[src/rtl/pkt_pkg.sv]
// Shared definitions for the packet framer: default widths/lengths and FSM state encoding.
package pkt_pkg;

    localparam int DEF_DW    = 512;
    localparam int DEF_IDW   = 32;
    localparam int DEF_BEATS = 32;

    typedef enum logic [1:0] {
        S_HDR  = 2'd0,
        S_DATA = 2'd1,
        S_FTR  = 2'd2
    } state_t;

endpackage

[src/rtl/axis_skid.sv]
// Two-entry AXI-Stream register slice with registered outputs.
// Entry 0 drives the output directly; entry 1 catches a beat that arrives
// while the output is stalled. Ready depends only on occupancy, so it never
// combinationally follows out_ready.
module axis_skid #(
    parameter int W = 8
) (
    input  logic         clk,
    input  logic         resetn,
    input  logic [W-1:0] in_data,
    input  logic         in_valid,
    output logic         in_ready,
    output logic [W-1:0] out_data,
    output logic         out_valid,
    input  logic         out_ready
);

    logic [W-1:0] out_reg, out_next;
    logic [W-1:0] spare_reg, spare_next;
    logic [1:0]   occ_reg, occ_next;
    logic         push, pop;

    assign in_ready  = resetn && (occ_reg != 2'd2);
    assign out_valid = (occ_reg != 2'd0);
    assign out_data  = out_reg;
    assign push      = in_valid && in_ready;
    assign pop       = out_valid && out_ready;

    // Next occupancy and entry contents; push while full cannot happen since ready is low.
    always_comb begin
        out_next   = out_reg;
        spare_next = spare_reg;
        occ_next   = occ_reg;
        if (push && !pop) begin
            if (occ_reg == 2'd0) begin
                out_next = in_data;
            end else begin
                spare_next = in_data;
            end
            occ_next = occ_reg + 2'd1;
        end else if (!push && pop) begin
            if (occ_reg == 2'd2) begin
                out_next = spare_reg;
            end
            occ_next = occ_reg - 2'd1;
        end else if (push && pop) begin
            // Only reachable with one entry held: the new beat replaces the departing one.
            out_next = in_data;
        end
    end

    // Occupancy register; reset empties the slice.
    always_ff @(posedge clk) begin
        if (!resetn) begin
            occ_reg <= 2'd0;
        end else begin
            occ_reg <= occ_next;
        end
    end

    // Payload registers need no reset: they are only observed when occupancy says so.
    always_ff @(posedge clk) begin
        out_reg   <= out_next;
        spare_reg <= spare_next;
    end

endmodule

[src/rtl/pkt_framer.sv]
// Strips header/footer beats from the request manager's TX stream, tags each
// payload beat with its request ID and TLAST, and counts packets and footer
// ID mismatches for the status registers.
module pkt_framer
    import pkt_pkg::*;
#(
    parameter int DW               = DEF_DW,
    parameter int IDW              = DEF_IDW,
    parameter int BEATS_PER_PACKET = DEF_BEATS
) (
    input  logic            clk,
    input  logic            resetn,
    input  logic [DW-1:0]   AXIS_IN_TDATA,
    input  logic            AXIS_IN_TVALID,
    output logic            AXIS_IN_TREADY,
    output logic [DW-1:0]   AXIS_OUT_TDATA,
    output logic [IDW-1:0]  AXIS_OUT_TUSER,
    output logic            AXIS_OUT_TLAST,
    output logic            AXIS_OUT_TVALID,
    input  logic            AXIS_OUT_TREADY,
    output logic [31:0]     pkt_count,
    output logic [31:0]     err_count,
    output logic            footer_err
);

    localparam int CW = $clog2(BEATS_PER_PACKET + 1);
    localparam int SW = DW + IDW + 1;

    state_t         state_reg, state_next;
    logic [CW-1:0]  cnt_reg, cnt_next;
    logic [IDW-1:0] req_id_reg, req_id_next;
    logic [31:0]    pkt_count_reg, pkt_count_next;
    logic [31:0]    err_count_reg, err_count_next;
    logic           footer_err_reg, footer_err_next;

    logic           in_ready, in_hs, last_beat;
    logic           skid_in_valid, skid_in_ready;
    logic [SW-1:0]  skid_in_data, skid_out_data;

    // Header and footer are always consumed; only payload beats wait on the slice.
    assign in_ready       = resetn && ((state_reg != S_DATA) || skid_in_ready);
    assign in_hs          = AXIS_IN_TVALID && in_ready;
    assign last_beat      = (cnt_reg == CW'(1));
    assign skid_in_valid  = AXIS_IN_TVALID && (state_reg == S_DATA);
    assign skid_in_data   = {AXIS_IN_TDATA, req_id_reg, last_beat};

    assign AXIS_IN_TREADY = in_ready;
    assign pkt_count      = pkt_count_reg;
    assign err_count      = err_count_reg;
    assign footer_err     = footer_err_reg;
    assign {AXIS_OUT_TDATA, AXIS_OUT_TUSER, AXIS_OUT_TLAST} = skid_out_data;

    // Framing FSM: latch ID on header, count payload beats, compare ID on footer.
    always_comb begin
        state_next      = state_reg;
        cnt_next        = cnt_reg;
        req_id_next     = req_id_reg;
        pkt_count_next  = pkt_count_reg;
        err_count_next  = err_count_reg;
        footer_err_next = 1'b0;
        case (state_reg)
            S_HDR: begin
                if (in_hs) begin
                    req_id_next = AXIS_IN_TDATA[IDW-1:0];
                    cnt_next    = CW'(BEATS_PER_PACKET);
                    state_next  = S_DATA;
                end
            end
            S_DATA: begin
                if (in_hs) begin
                    cnt_next = cnt_reg - CW'(1);
                    if (last_beat) begin
                        state_next = S_FTR;
                    end
                end
            end
            S_FTR: begin
                if (in_hs) begin
                    pkt_count_next = pkt_count_reg + 32'd1;
                    if (AXIS_IN_TDATA[IDW-1:0] != req_id_reg) begin
                        err_count_next  = err_count_reg + 32'd1;
                        footer_err_next = 1'b1;
                    end
                    state_next = S_HDR;
                end
            end
            default: begin
                state_next = S_HDR;
            end
        endcase
    end

    // State, counters and status registers; reset drops any partial packet.
    always_ff @(posedge clk) begin
        if (!resetn) begin
            state_reg      <= S_HDR;
            cnt_reg        <= '0;
            req_id_reg     <= '0;
            pkt_count_reg  <= 32'd0;
            err_count_reg  <= 32'd0;
            footer_err_reg <= 1'b0;
        end else begin
            state_reg      <= state_next;
            cnt_reg        <= cnt_next;
            req_id_reg     <= req_id_next;
            pkt_count_reg  <= pkt_count_next;
            err_count_reg  <= err_count_next;
            footer_err_reg <= footer_err_next;
        end
    end

    axis_skid #(
        .W(SW)
    ) u_skid (
        .clk       (clk),
        .resetn    (resetn),
        .in_data   (skid_in_data),
        .in_valid  (skid_in_valid),
        .in_ready  (skid_in_ready),
        .out_data  (skid_out_data),
        .out_valid (AXIS_OUT_TVALID),
        .out_ready (AXIS_OUT_TREADY)
    );

endmodule

[config.mk]
export PLATFORM = sky130hd
export DESIGN_NAME = pkt_framer
export DESIGN_NICKNAME = d
export VERILOG_FILES = /design/src/rtl/pkt_pkg.sv /design/src/rtl/axis_skid.sv /design/src/rtl/pkt_framer.sv
export SDC_FILE = /design/constraint.sdc
export NUM_CORES = 1
export LEC_CHECK = 0
export BUFFER_PORTS_ARGS = -buffer_cell sky130_fd_sc_hd__buf_2
export CORE_AREA = 3 3 438 440
export CTS_CLUSTER_DIAMETER = 150
export DETAILED_ROUTE_END_ITERATION = 8
export DIE_AREA = 0 0 441 443
export REMOVE_ABC_BUFFERS = 1
export SYNTH_ARGS = -nofsm -noshare
export SYNTH_HDL_FRONTEND = slang
export SYNTH_SLANG_ARGS = --single-unit
[constraint.sdc]
create_clock -name clk -period 44.1 [get_ports clk]
set_input_delay 11.025 -clock clk [delete_from_list [all_inputs] [get_ports clk]]
set_output_delay 11.025 -clock clk [all_outputs]
set_load 0.02 [all_outputs]
==> metrics.md, run 1 <==
| Metric | Value |
|---|---|
| Status | complete, no violations |
| Setup crit end kind | output port |
| Mean Syn Cell Area | 19.0 um^2 |
| Critical path capture point | AXIS_IN_TREADY |
| Multi-input logic area | slightly above 9000 um^2 |
| 1st-pass router iterations | 5 |
| Setup-failing EPs final | 0 |
| Initial antenna violation count | 57 |
| Stages on worst setup path | 5 |
| Final hold vios | 0 |
| Layout area overhead | 29.1% |
| Global placement routability congestion | just over 0.9 |
| RR Startpoint | state_reg[0]$_SDFFE_PN0P_ |
| Slew headroom | 19.7% |
| Full die area | slightly below 200,000 um^2 |
| Peak supply drop | around 0.035 mV |
| Drt total wl | between 100,000 and 150,000 um |
| Sequential Area | approximately 35,000 um^2 |
| Critical Path Most Common Cell | buf_2 |
| Synth Register Bits | about 1.2k |
| Pre-CTS setup slack | just over 20,000 ps |
| DRT antenna net count | 0 |
| Commonest non-fill, non-tap cell in the layout | buf_2 |
| DP HPWL | slightly above 100,000 um |
| Largest net degree at the start of global routing | roughly 170 |
| FF-to-FF End | u_skid.out_data[403]$_DFFE_PP_ |
| Vias in the first global route | about 26k |
| Starting Density | a little under a quarter |
| Async set-reset flop share out of synthesis | 0% |
| Post-synth EDFFs | ~1.1k |
| MaxCap Viol Count | 0 |
| WP buf/inv | 4 |
| WP data required | around 33,000 ps |
| Final total power | around 3400 uW |
| Worst clock skew | between 30 and 40 ps |
| CP Launch Point | resetn |
| Number of port buffers | approximately 1.1k |
| Clock Path Buffers | 3 |
| Via count | roughly 26k |
| Boundary Pins | between 1k and 1.5k |
| RSZ-0062 raised after global routing | false |
| Synthesized instance count | approximately 2.3k |
| Worst min-delay path class | reg2reg |
| Synth unique cells | a little under 50 |
| CP Cell Sequence | buf_2 > buf_4 > inv_2 > a21oi_1 > buf_2 |
| FP Rows | 159 |
| Critical-path top delay cell | buf_4 |
| Clock sink count | around 1.2k |
| H-tree level count | 4 |
| Flop2flop setup slack | 38,420 ps |
| Static leakage | around 0.021 uW |
| Synth Flop Type | edfxtp_1 |
| CP top delay family | buffers and inverters |
| Gr usage total | between 10% and 20% |
| GRT overflow | 0 |
| Pwr dens | slightly below 60 nW/um^2 |
| Worst-path maximum fanout | 67 |
| PnR worst setup slack | between 20,000 and 25,000 ps |
| Register area share after synthesis | about four fifths |
| CP Class | in2out |
| Highest clock rate | between 0.04 and 0.05 GHz |
| Setup Fix Bufs, Post-CTS | 0 |
| Slowest Stage Delay on Critical Path | approximately 550 ps |
| Die W | roughly 440 um |
| Syn. warnings | 0 |
| Initial DRC Count | 1,905 |
| Clock period minus worst slack | ~23,000 ps |
| Final std cells w/o fill | just over 6k |
| Core region area | ~190,000 um^2 |
| CP Data Arrival Time | roughly 12,000 ps |
| Worst-path clk slew | roughly 50 ps |
| Area of the mapped netlist | approximately 45,000 um^2 |
| Placed cells | approximately 6k |
| Post-CTS Hold Buffers | 0 |
| TNS Setup | 0 ps |
| Post-DR wirelength/cell | 22.5 um |
| Global-route wire length before repair | a little under 200,000 um |
| TritonCTS clock tree | built |
| Cts bufs inserted | approximately 140 |
| Share of cells above drive strength 1 | between 50% and 60% |
| Worst-Skew Late Latency | a little under 800 ps |
| Root Driver | clkbuf_16 |
| Post-CTS resize count | 0 |
| Worst reg2reg path depth | 10 |
| Final Max Slew Viols | 0 |
| Worst Tran Pin Value | 1200 ps |
| Vias/cell | roughly 4.2 |
| Final nets | just over 4k |
| Commonest non-fill, non-tap cells in the layout | 1,127 x buf_2, 1,090 x edfxtp_1, 544 x mux2_2 |
| Crit start category | input port |
| Period utilization | 52.9% |
| Fillers | 18.6k |
| # DRC | 0 |
| DIE HEIGHT | roughly 440 um |
layout make-up:
class | instances | area share (%)
antenna | 24 | 0.104
clock inverter | 78 | 1.41
timing repair buffer | 1153 | 10.2
clock buffer | 166 | 6.15
multi-input combinational | 1040 | 16.0
inverter | 11 | 0.0718
sequential | 1197 | 60.6
tap | 2495 | 5.43
where the power goes:
part,switching [uW],internal (uW)
Combinational,511,258
Sequential,51.5,1490
Clock,482,627
Total,1040,2370
through the flow:
| step | hold WS (ps) | area, um^2 | util (%) |
|---|---|---|---|
| 4_1_cts | 481 | 57500 | 30.6 |
| 3_5_place_dp | 467 | 53100 | 28.3 |
| 3_3_place_gp | 469 | 53100 | 28.3 |
| 2_1_floorplan | 468 | 44100 | - |
| 5_1_grt | 509 | 57500 | 30.6 |
| 6_report | 473 | 57500 | 30.6 |
worst min path at each step:
stage | start | end | slack (ps) | depth (start not counted)
after CTS | err_count[31]$_SDFFE_PN0P_ | err_count[31]$_SDFFE_PN0P_ | 480 | 2
after global routing | err_count[31]$_SDFFE_PN0P_ | err_count[31]$_SDFFE_PN0P_ | 510 | 2
after global placement | err_count[31]$_SDFFE_PN0P_ | err_count[31]$_SDFFE_PN0P_ | 470 | 2
after detailed placement | err_count[31]$_SDFFE_PN0P_ | err_count[31]$_SDFFE_PN0P_ | 470 | 2
after floorplan | req_id_reg[9]$_SDFFE_PN0P_ | u_skid.spare_reg[10]$_DFFE_PP_ | 470 | 0
final | err_count[31]$_SDFFE_PN0P_ | err_count[31]$_SDFFE_PN0P_ | 470 | 2
synth_stat cells, types with 8 or more instances:
cell | count | area (um^2)
edfxtp_1 | 1090 | 32700
mux2_2 | 544 | 6130
nand2_1 | 125 | 469
dfxtp_1 | 107 | 2140
buf_2 | 64 | 320
xor2_1 | 53 | 464
a21oi_1 | 51 | 255
nor2_1 | 47 | 176
mux2i_1 | 31 | 310
nand2b_1 | 26 | 163
nand4_1 | 26 | 163
nand3_1 | 25 | 125
clkbuf_1 | 23 | 86.3
nor4_1 | 13 | 81.3
a21oi_2 | 10 | 87.6
inv_1 | 10 | 37.5
o21ai_0 | 10 | 50.1
xnor2_1 | 9 | 78.8
a211oi_1 | 8 | 60.1
metal layers:
metal,vias to the layer above,wire [um],track usage [%]
li1,11500,-,-
met4,20,4430,4.78
met1,13100,53400,15.6
met2,943,70200,23.5
met5,-,164,0
met3,246,10800,4.41
worst register-to-register path, cell delays in order (launching register included):
cell	delay [ps]
dfxtp_1	540
nor2b_1	270
nand3_1	170
nor2_1	160
ha_1	320
xnor2_1	90
o22a_1	220
nor2_4	740
buf_12	660
buf_4	1160
buf_4	880
cell families after synthesis:
group,count (synthesis),share of synthesized area (%)
mux,575,14.4
compound gates,93,1.32
simple gates,303,3.42
xor+xnor,62,1.22
fa+ha+maj,7,0.197
buf+inv,106,1.16
flops,1197,78.3
Note: power is estimated with default switching activity, not from simulation.
==> inputs of run 2 (changes only) <==
--- a/config.mk
+++ b/config.mk
@@ -5,11 +5,12 @@
 export SDC_FILE = /design/constraint.sdc
 export NUM_CORES = 1
 export LEC_CHECK = 0
+export ABC_AREA = 1
 export BUFFER_PORTS_ARGS = -buffer_cell sky130_fd_sc_hd__buf_2
-export CORE_AREA = 3 3 438 440
+export CORE_AREA = 3 3 440 442
 export CTS_CLUSTER_DIAMETER = 150
 export DETAILED_ROUTE_END_ITERATION = 8
-export DIE_AREA = 0 0 441 443
+export DIE_AREA = 0 0 443 445
 export REMOVE_ABC_BUFFERS = 1
 export SYNTH_ARGS = -nofsm -noshare
 export SYNTH_HDL_FRONTEND = slang
==> constraint.sdc (replaced) <==
create_clock -name clk -period 24.3 [get_ports clk]
set_input_delay 6.075 -clock clk [delete_from_list [all_inputs] [get_ports clk]]
set_output_delay 6.075 -clock clk [all_outputs]
set_load 0.02 [all_outputs]
==> metrics.md, run 2 <==
| Metric | Value |
|---|---|
| Starting Density | 23.7% (-0.049 points) |
| TNS Setup | 0 ps (unchanged) |
| Worst Tran Pin Value | 1240 ps (+31.6 ps) |
| Highest clock rate | ~0.075 GHz |
| # DRC | 0 (unchanged) |
| Gr usage total | 13.5% (-0.065 points) |
| Post-synth EDFFs | 1,090 (unchanged) |
| Number of port buffers | 1,127 (unchanged) |
| Boundary Pins | 1,128 (unchanged) |
| Full die area | 197,000 um^2 (+0.91%) |
| Peak supply drop | 0.0536 mV (+53%) |
| Vias in the first global route | 27.3k (+5.1%) |
| Sequential Area | 34,900 um^2 (unchanged) |
| Final std cells w/o fill | 6,497 (+5.4%) |
| Worst min-delay path class | reg2reg |
| Clock Path Buffers | 3 (unchanged) |
| 1st-pass router iterations | 5 (unchanged) |
| Global placement routability congestion | 0.865 (-5.3%) |
| Setup Fix Bufs, Post-CTS | 0 (unchanged) |
| Async set-reset flop share out of synthesis | 0% (unchanged) |
| Syn. warnings | 0 (unchanged) |
| Clock sink count | 1,197 (unchanged) |
| Count leader, synth | edfxtp_1 |
| Layout area overhead | 29.0% |
| CP Class | in2out |
| Synthesized instance count | 2,649 (+13%) |
| Commonest non-fill, non-tap cells in the layout | 1,127 x buf_2, 1,090 x edfxtp_1, 503 x mux2_2 |
| Top cells by count, synth | 1,090 x edfxtp_1, 503 x mux2_2, 242 x nand2_1 |
| Via count | 27.1k (+4.9%) |
| DP HPWL | 101,000 um (+0.43%) |
| Period utilization | between 50 and 60% |
| H-tree level count | 4 (unchanged) |
| Design Area, Final | 58,000 um^2 (+0.74%) |
| WP data required | 18,220 ps (-14,850 ps) |
| Synth Register Bits | 1,197 (unchanged) |
| Synth top area cells | edfxtp_1 73%, mux2_2 13%, dfxtp_1 4.8% |
| Register area share after synthesis | 77.6% (-0.66 points) |
| CP Data Arrival Time | 7340 ps (-4980 ps) |
| Initial antenna violation count | 55 (-3.5%) |
| Cts bufs inserted | 134 (-0.74%) |
| RSZ-0062 raised after global routing | false |
| Placed Area | 53,500 um^2 (+0.74%) |
| Placed cells | 6,221 (+5.5%) |
| MaxCap Viol Count | 0 (unchanged) |
| Pre-CTS setup slack | 10,870 ps (-9820 ps) |
| Global-route wire length before repair | 196,000 um (+1.8%) |
| Crit start category | input port |
| Synth Flop Type | edfxtp_1 |
| Post-DR wirelength/cell | 21.5 um (-4.8%) |
| Die W | 443 um (+0.45%) |
| Worst clock skew | 42.8 ps (+7.32 ps) |
| Vias/cell | 4.18 (-0.45%) |
| TritonCTS clock tree | built |
| Final nets | 4,369 (+7.6%) |
| Commonest non-fill, non-tap cell in the layout | buf_2 |
| Worst-path clk slew | 60 ps (about the same) |
| Pwr dens | 88.2 nW/um^2 (+49%) |
| Final hold vios | 0 (unchanged) |
| Largest net degree at the start of global routing | 142 (-14%) |
| Worst-path maximum fanout | 59 (-12%) |
| Initial DRC Count | 1,729 (-9.2%) |
| Share of cells above drive strength 1 | 46.9% (-5.6 points) |
| Root Driver | clkbuf_16 |
| Largest area contributor in the netlist | edfxtp_1 |
| Mean Syn Cell Area | 17.0 um^2 (-11%) |
| DIE HEIGHT | 445 um (+0.45%) |
| GRT overflow | 0 (unchanged) |
| Status | complete, no violations |
| DRT antenna net count | 0 (unchanged) |
| Fillers | 18.9k (+1.5%) |
| Core region area | 190,000 um^2 (+1.1%) |
| Drt total wl | 139,000 um (+0.31%) |
| Post-CTS resize count | 0 (unchanged) |
| Final Max Slew Viols | 0 (unchanged) |
| Area of the mapped netlist | 44,900 um^2 (+0.85%) |
| Multi-input logic area | 9210 um^2 (about the same) |
| FP Rows | 160 (+0.63%) |
| Setup crit end kind | output port |
| Post-CTS Hold Buffers | 0 (unchanged) |
| Slew headroom | 17.4% (-2.3 points) |
| Worst-Skew Late Latency | 780 ps (about the same) |
| Synth unique cells | 31 (-37%) |
| Static leakage | 0.0211 uW (+2.5%) |
| Top cell type's share of synthesized area | 72.8% (-0.62 points) |
| Finished Core Util | 30.5% (-0.095 points) |
| PnR worst setup slack | 10,880 ps (-9870 ps) |
| Setup-failing EPs final | 0 (unchanged) |
| Clock period minus worst slack | 13,420 ps |
==> run 2: changes by cell type after synthesis, sizes merged, moves of 18 or more <==
cell	delta
nor2	+114
a21oi	+72
o21ai	+42
xor2	-38
nand2	+119
xnor2	+18
nand3	+29
mux2i	-31
mux2	-41
nand2b	-26
inv	+98
==> run 2: cell families after synthesis <==
family                   count (synthesis)  share of synthesized area [%]
XOR/XNOR                                42                          0.819
multiplexers                           503                           12.6
AO/OA/AOI/OAI                          193                           2.20
buffers and inverters                  203                           1.96
AND/OR/NAND/NOR                        504                           4.63
adder cells (fa/ha/maj)                  7                          0.195
flip-flops                            1197                           77.6
==> run 2: path summary, 6_finish.rpt <==
check                             start                             end  slack (ps)  depth (start not counted)
max                              resetn                  AXIS_IN_TREADY       10880                          5
min          req_id_reg[5]$_SDFFE_PN0P_   u_skid.spare_reg[6]$_DFFE_PP_         460                          0
max reg2reg   state_reg[0]$_SDFFE_PN0P_  u_skid.out_data[440]$_DFFE_PP_       17740                         15
min reg2reg  req_id_reg[5]$_SDFFE_PN0P_   u_skid.spare_reg[6]$_DFFE_PP_         460                          0
==> run 2: worst max-delay path, cell delays in order <==
cell and delay, ps:
buf_2 80, buf_4 560, inv_1 160, a21oi_2 230
buf_2 210
==> run 2: metal layers <==
layer	global-route usage (%)	wire, um	up-vias
met5	0	211	-
met4	5.52	4580	34
met3	5.25	12200	265
met2	22.7	69700	1014
met1	15.4	52800	13500
li1	-	-	12300
==> run 2: power breakdown <==
group	switching, uW	internal [uW]
registers	43.8	2420
logic	409	224
clock network	872	1140
total	1320	3790
==> run 2: area by class of cell <==
class | count | area share, %
multi-input combinational | 1249 | 15.9
clock inverter | 73 | 1.38
tap | 2511 | 5.42
clock buffer | 170 | 6.13
timing repair buffer | 1155 | 10.2
inverter | 109 | 0.706
antenna | 33 | 0.142
sequential | 1197 | 60.2
==> run 2: metrics by stage <==
stage          total power (uW)  hold WS (ps)
2_1_floorplan              3560           430
4_1_cts                    5180           445
5_1_grt                    5300           471
6_report                   5110           463
3_3_place_gp               3140           433
3_5_place_dp               3150           445
